--- config.mk ---
export PLATFORM = sky130hd
export DESIGN_NAME = pipeline_mem_responder
export DESIGN_NICKNAME = d
export VERILOG_FILES = /design/src/rtl/pipeline_mem_pkg.sv /design/src/rtl/pipeline_mem_ram.sv /design/src/rtl/pipeline_mem_responder.sv
export SDC_FILE = /design/constraint.sdc
export NUM_CORES = 2
export LEC_CHECK = 0
export CELL_PAD_IN_SITES_DETAIL_PLACEMENT = 1
export CELL_PAD_IN_SITES_GLOBAL_PLACEMENT = 2
export CORE_UTILIZATION = 55
export CTS_BUF_LIST = sky130_fd_sc_hd__clkbuf_8
export DETAILED_ROUTE_END_ITERATION = 7
export GPL_TIMING_DRIVEN = 0
export HOLD_SLACK_MARGIN = 0.06
export PLACE_DENSITY_LB_ADDON = 0.1
export SYNTH_ARGS = -nofsm -noshare
export SYNTH_HDL_FRONTEND = slang
export SYNTH_SLANG_ARGS = --single-unit
--- constraint.sdc ---
create_clock -name clk -period 6.7 [get_ports clk]
set_clock_uncertainty 0.1 [all_clocks]
set_input_delay 1.34 -clock clk [delete_from_list [all_inputs] [get_ports clk]]
set_output_delay 1.34 -clock clk [all_outputs]
set_load 0.005 [all_outputs]
--- src/rtl/pipeline_mem_pkg.sv ---
// Shared definitions for the fetch-stage memory port: responder states,
// default bus widths and the latency counter width.
package pipeline_mem_pkg;

    localparam int MEM_ADDR_W = 8;
    localparam int MEM_DATA_W = 8;
    localparam int CNT_W      = 4;

    typedef enum logic [1:0] {
        IDLE,
        ACCESS,
        ACK,
        RELEASE
    } state_t;

endpackage

--- src/rtl/pipeline_mem_ram.sv ---
// Single-port synchronous RAM with registered read and no reset.
// A read on the same edge as a write returns the old contents.
module pipeline_mem_ram #(
    parameter int DEPTH  = 256,
    parameter int DATA_W = 8,
    parameter int AW     = 8
) (
    input  logic              clk,
    input  logic              we,
    input  logic [AW-1:0]     addr,
    input  logic [DATA_W-1:0] wdata,
    output logic [DATA_W-1:0] rdata
);

    logic [DATA_W-1:0] mem [DEPTH];

    always_ff @(posedge clk) begin
        if (we) begin
            mem[addr] <= wdata;
        end
        rdata <= mem[addr];
    end

endmodule

--- src/rtl/pipeline_mem_responder.sv ---
// Memory-side responder: captures one request, commits writes at capture,
// acks after a fixed latency and waits for the requester to drop mem_en.
module pipeline_mem_responder
    import pipeline_mem_pkg::*;
#(
    parameter int ADDR_W  = MEM_ADDR_W,
    parameter int DATA_W  = MEM_DATA_W,
    parameter int DEPTH   = 256,
    parameter int LATENCY = 2
) (
    input  logic              clk,
    input  logic              reset,
    input  logic [ADDR_W-1:0] mem_addr,
    input  logic [DATA_W-1:0] mem_di,
    input  logic              mem_en,
    input  logic              mem_we,
    output logic [DATA_W-1:0] mem_do,
    output logic              do_ack,
    output logic              mem_err,
    output logic              busy
);

    localparam int RAM_AW = (DEPTH > 1) ? $clog2(DEPTH) : 1;
    localparam logic [ADDR_W:0] DEPTH_X = (ADDR_W + 1)'(DEPTH);
    localparam logic [CNT_W-1:0] CNT_LOAD = CNT_W'(LATENCY - 1);

    state_t state;
    state_t next_state;

    logic [CNT_W-1:0]  cnt;
    logic [RAM_AW-1:0] addr_q;
    logic              we_q;
    logic              in_range_q;

    logic              req_in_range;
    logic              capture;
    logic              ram_we;
    logic [RAM_AW-1:0] ram_addr;
    logic [DATA_W-1:0] ram_rdata;

    assign req_in_range = ({1'b0, mem_addr} < DEPTH_X);
    assign capture      = (state == IDLE) && mem_en;
    assign ram_we       = capture && mem_we && req_in_range;
    // In IDLE the RAM looks at the live address so read data is already
    // registered one edge after capture, which makes LATENCY=1 work.
    assign ram_addr     = (state == IDLE) ? mem_addr[RAM_AW-1:0] : addr_q;
    assign busy         = (state != IDLE);

    pipeline_mem_ram #(
        .DEPTH  (DEPTH),
        .DATA_W (DATA_W),
        .AW     (RAM_AW)
    ) u_ram (
        .clk   (clk),
        .we    (ram_we),
        .addr  (ram_addr),
        .wdata (mem_di),
        .rdata (ram_rdata)
    );

    always_comb begin
        next_state = state;
        unique case (state)
            IDLE: begin
                if (mem_en) begin
                    next_state = (LATENCY == 1) ? ACK : ACCESS;
                end
            end
            ACCESS: begin
                if (cnt == CNT_W'(1)) begin
                    next_state = ACK;
                end
            end
            ACK: begin
                next_state = RELEASE;
            end
            RELEASE: begin
                if (!mem_en) begin
                    next_state = IDLE;
                end
            end
            default: begin
                next_state = IDLE;
            end
        endcase
    end

    always_ff @(posedge clk or negedge reset) begin
        if (!reset) begin
            state      <= IDLE;
            cnt        <= '0;
            addr_q     <= '0;
            we_q       <= 1'b0;
            in_range_q <= 1'b1;
        end else begin
            state <= next_state;
            if (capture) begin
                addr_q     <= mem_addr[RAM_AW-1:0];
                we_q       <= mem_we;
                in_range_q <= req_in_range;
                cnt        <= CNT_LOAD;
            end else if (state == ACCESS) begin
                cnt <= cnt - CNT_W'(1);
            end
        end
    end

    // Outputs register while leaving ACK, so the ack lands LATENCY edges after capture.
    always_ff @(posedge clk or negedge reset) begin
        if (!reset) begin
            mem_do  <= '0;
            do_ack  <= 1'b0;
            mem_err <= 1'b0;
        end else begin
            do_ack  <= (state == ACK);
            mem_err <= (state == ACK) && !in_range_q;
            if ((state == ACK) && !we_q) begin
                mem_do <= in_range_q ? ram_rdata : '0;
            end
        end
    end

endmodule

==> flow_summary.ini <==
[die]
start_util = 0.557
dieWidth_um = 384
die_y_um = 384
ios = 31
rows = 139
core_um2 = 144000
dieArea_um2 = 148000

[logic_synthesis]
syn_inst = 4248
synthTopCellsByArea = edfxtp_1 76%, mux4_2 9.9%, nand2_1 2.1%, a22oi_1 1.8%, mux2i_1 1.6%
yosys_warnings = 0
synth_area_per_cell_um2 = 18.9
synthFlopType = edfxtp_1
yosysTopAreaCell = edfxtp_1
syn-cell-area_um2 = 80400
ys_seq_elements = 2080
yosysTopAreaCellShare = 0.765
async_flop_share = 0.0115
synthesis.nets = 4274
seq_area_frac_synth = 0.774
synth_cell_type_count = 49
synth_edf_count = 2048

[global_route]
grt_pass1_vias = 44778
gr-usage-all-layers = 0.321
grt_pass1_wl_um = 329000
grt_start_max_net_pins = 152
antenna_found_initial = 17
grt-ovfl-total = 0

[cts]
cts_resized = 0
cts_setup_buffers = 0
cts_sinks = 2080
tritoncts = built
hold_buffers = 0
clkLatencyLatePin_ns = 1.04
numCtsBuffers = 343
cts_max_level = 5
cts_buffer_depth = 4
clk_pin_slew_ns = 0.06
cts-root-buf = clkbuf_8

[drt]
num_vias = 44006
avgRoutedWirePerCell_um = 34.6
antenna_left = 0
dr.first_iter.drc_count = 4956
drc = 0
wirelength_um = 235000
firstDrtPassIters = 6
via_per_inst = 6.49

[timing]
layout_min_cycle_time_ns = 5.82
setup_viol = 0
hold_violations = 0
max_freq_mhz = 172
slew-limit-headroom = 0.0466
hold_ws_ns = 0.279
fin_crit_sh = 0.868
maxSlewViolCount = 0
setup_slack_ns = 0.882
rsz0062_at_grt = no
tightest_slew_ns = 1.43

[setup_path]
cpMostUsedCell = clkbuf_1
worst-path-buf-inv = 4
cp-start-kind = input port
crit_path_max_fanout = 10
cpPeakStageDelay_ns = 0.92
arrival_ns = 6.32
reg2regPathDepth = 10
critPathTopFamily = buffers and inverters
path_depth = 8
critPathKind = input port to flop
reg2reg_slack_ns = 1.01
r2r_end = u_ram.mem[222][3]$_DFFE_PP_
r2r-start = state[0]$_DFFE_PN0P_
cp-end-kind = flop
cp.required_ns = 7.20
cp_cell_sequence = clkdlybuf4s50_1, mux2_2, clkbuf_1, clkbuf_1, nor3_1, nand2_1, clkbuf_1, nor2_1
cp_slowest_cell = clkbuf_1

[layout]
fin_util = 0.621
design_area_um2 = 89600
layout.nets = 4660
area_growth_pct = 11.4
drive_gt1_frac = 0.193

[run]
drv_cap = 0

[placement]
dp_slack_ns = -0.109
port_buffers = 29
dpl_cell_area_um2 = 83400
place.gp.congestion = 0.884
hpwl_um = 154000

[outcome]
status = finished clean

[power_and_ir_drop]
ir_worst_vdd_mv = 0.264
power_leakage_nw = 28.7
p_per_area_nw_per_um2 = 422
power_w = 0.0378

[hold_path]
hp-class = input port to asynchronous set/reset pin
## report_power, final
part / switching (W) / internal (W)
sequential: 0.0000803 / 0.0144
clock: 0.00498 / 0.00532
combinational: 0.00861 / 0.00442
## cells in the final DEF, fill, tap and decap left out, types with 18 or more instances in the layout
cell,Yosys,layout
edfxtp_1,2048,2048
nand2_1,452,452
clkbuf_8,0,360
mux4_2,352,352
nor2_1,260,260
nand3_1,197,197
a22oi_1,191,191
mux2i_1,131,131
clkbuf_1,109,106
inv_1,10,105
buf_2,97,98
clkinv_1,0,79
a221oi_1,64,64
nand4_1,56,56
a311oi_1,32,32
clkinv_2,0,32
buf_4,28,28
a31oi_1,24,24
dfrtp_1,24,24
clkdlybuf4s50_1,0,20
mux2_2,18,18
## layout make-up
class | instances | area (um^2)
sequential | 2080 | 62300
fill | 12378 | 54800
multi-input combinational | 1905 | 16900
clock buffer | 360 | 4950
tap | 1903 | 2380
buffer | 253 | 1230
clock inverter | 223 | 1170
timing repair buffer | 41 | 656
inverter | 10 | 37.5
antenna | 6 | 15.0
## registers in the layout, indices dropped and copies added (netlist names)
| name | cells |
|---|---|
| u_ram.mem | 2048 |
| state | 2 |
| do_ack | 1 |
| u_ram.rdata | 8 |
| addr_q | 8 |
| mem_do | 8 |
| cnt | 4 |
| we_q | 1 |
## layer usage
| layer | vias to the layer above | wire, um | GRT usage | share of wire |
|---|---|---|---|---|
| li1 | 18086 | - | - | - |
| met1 | 23243 | 92000 | 0.439 | 0.39 |
| met2 | 2251 | 113000 | 0.506 | 0.48 |
| met3 | 412 | 21200 | 0.0739 | 0.090 |
| met4 | 14 | 8930 | 0.125 | 0.038 |
| met5 | - | 99 | 0 | 0.00042 |
## stage by stage
step	cells	setup TNS [ns]
finish	6781	0
global placement	6180	-8365.42
floorplan	4248	0
CTS	6775	0
global route	6777	0
detailed placement	6192	-6.61
## synth_stat cells, drive strengths merged, types with 5 or more instances
| cell type | instances |
|---|---|
| a21o | 5 |
| a21oi | 5 |
| a221oi | 64 |
| a22oi | 192 |
| a311oi | 32 |
| a31oi | 24 |
| and3 | 16 |
| and4 | 16 |
| buf | 144 |
| clkbuf | 109 |
| dfrtp | 24 |
| dfxtp | 8 |
| edfxtp | 2048 |
| ha | 6 |
| inv | 10 |
| mux2 | 18 |
| mux2i | 131 |
| mux4 | 352 |
| nand2 | 452 |
| nand3 | 197 |
| nand3b | 6 |
| nand4 | 56 |
| nor2 | 260 |
| nor3 | 5 |
| o2111ai | 8 |
| o21ai | 13 |
| o31a | 8 |
| o41ai | 16 |
| or3b | 6 |
## worst reg2reg max path, stage by stage (launching register included)
cell and delay (ns):
dfrtp_1 0.42, inv_1 0.10, ha_1 0.25, buf_2 0.24, mux2_2 0.43, clkbuf_1 0.44
clkbuf_1 0.47, nor3_1 0.52, nand2_1 0.72, clkbuf_2 0.76, nor2_1 0.84
## how the worst max path moves through the flow
stage	start	slack (ns)	end
after global routing	state[1]$_DFFE_PN0P_	0.95	u_ram.mem[222][6]$_DFFE_PP_
final	mem_addr[0]	0.88	u_ram.mem[210][1]$_DFFE_PP_
after CTS	mem_addr[0]	0.94	u_ram.mem[214][5]$_DFFE_PP_
after detailed placement	mem_addr[0]	-0.11	u_ram.mem[118][1]$_DFFE_PP_
after global placement	mem_di[3]	-4.45	u_ram.mem[16][3]$_DFFE_PP_
after floorplan	mem_addr[1]	2.88	u_ram.mem[105][0]$_DFFE_PP_
## kinds of logic (layout without fill, tap and decap cells)
group,Yosys count,in the layout,synth area share
flops,2080,2080,0.774
simple gates,1020,1020,0.0549
mux,501,501,0.117
compound gates,374,374,0.0362
buf+inv,263,887,0.0157
fa+ha+maj,6,6,0.000934
xor+xnor,3,3,0.000327
other cells,1,7,0.0000466
No activity file was read; power rests on OpenSTA's default activity.
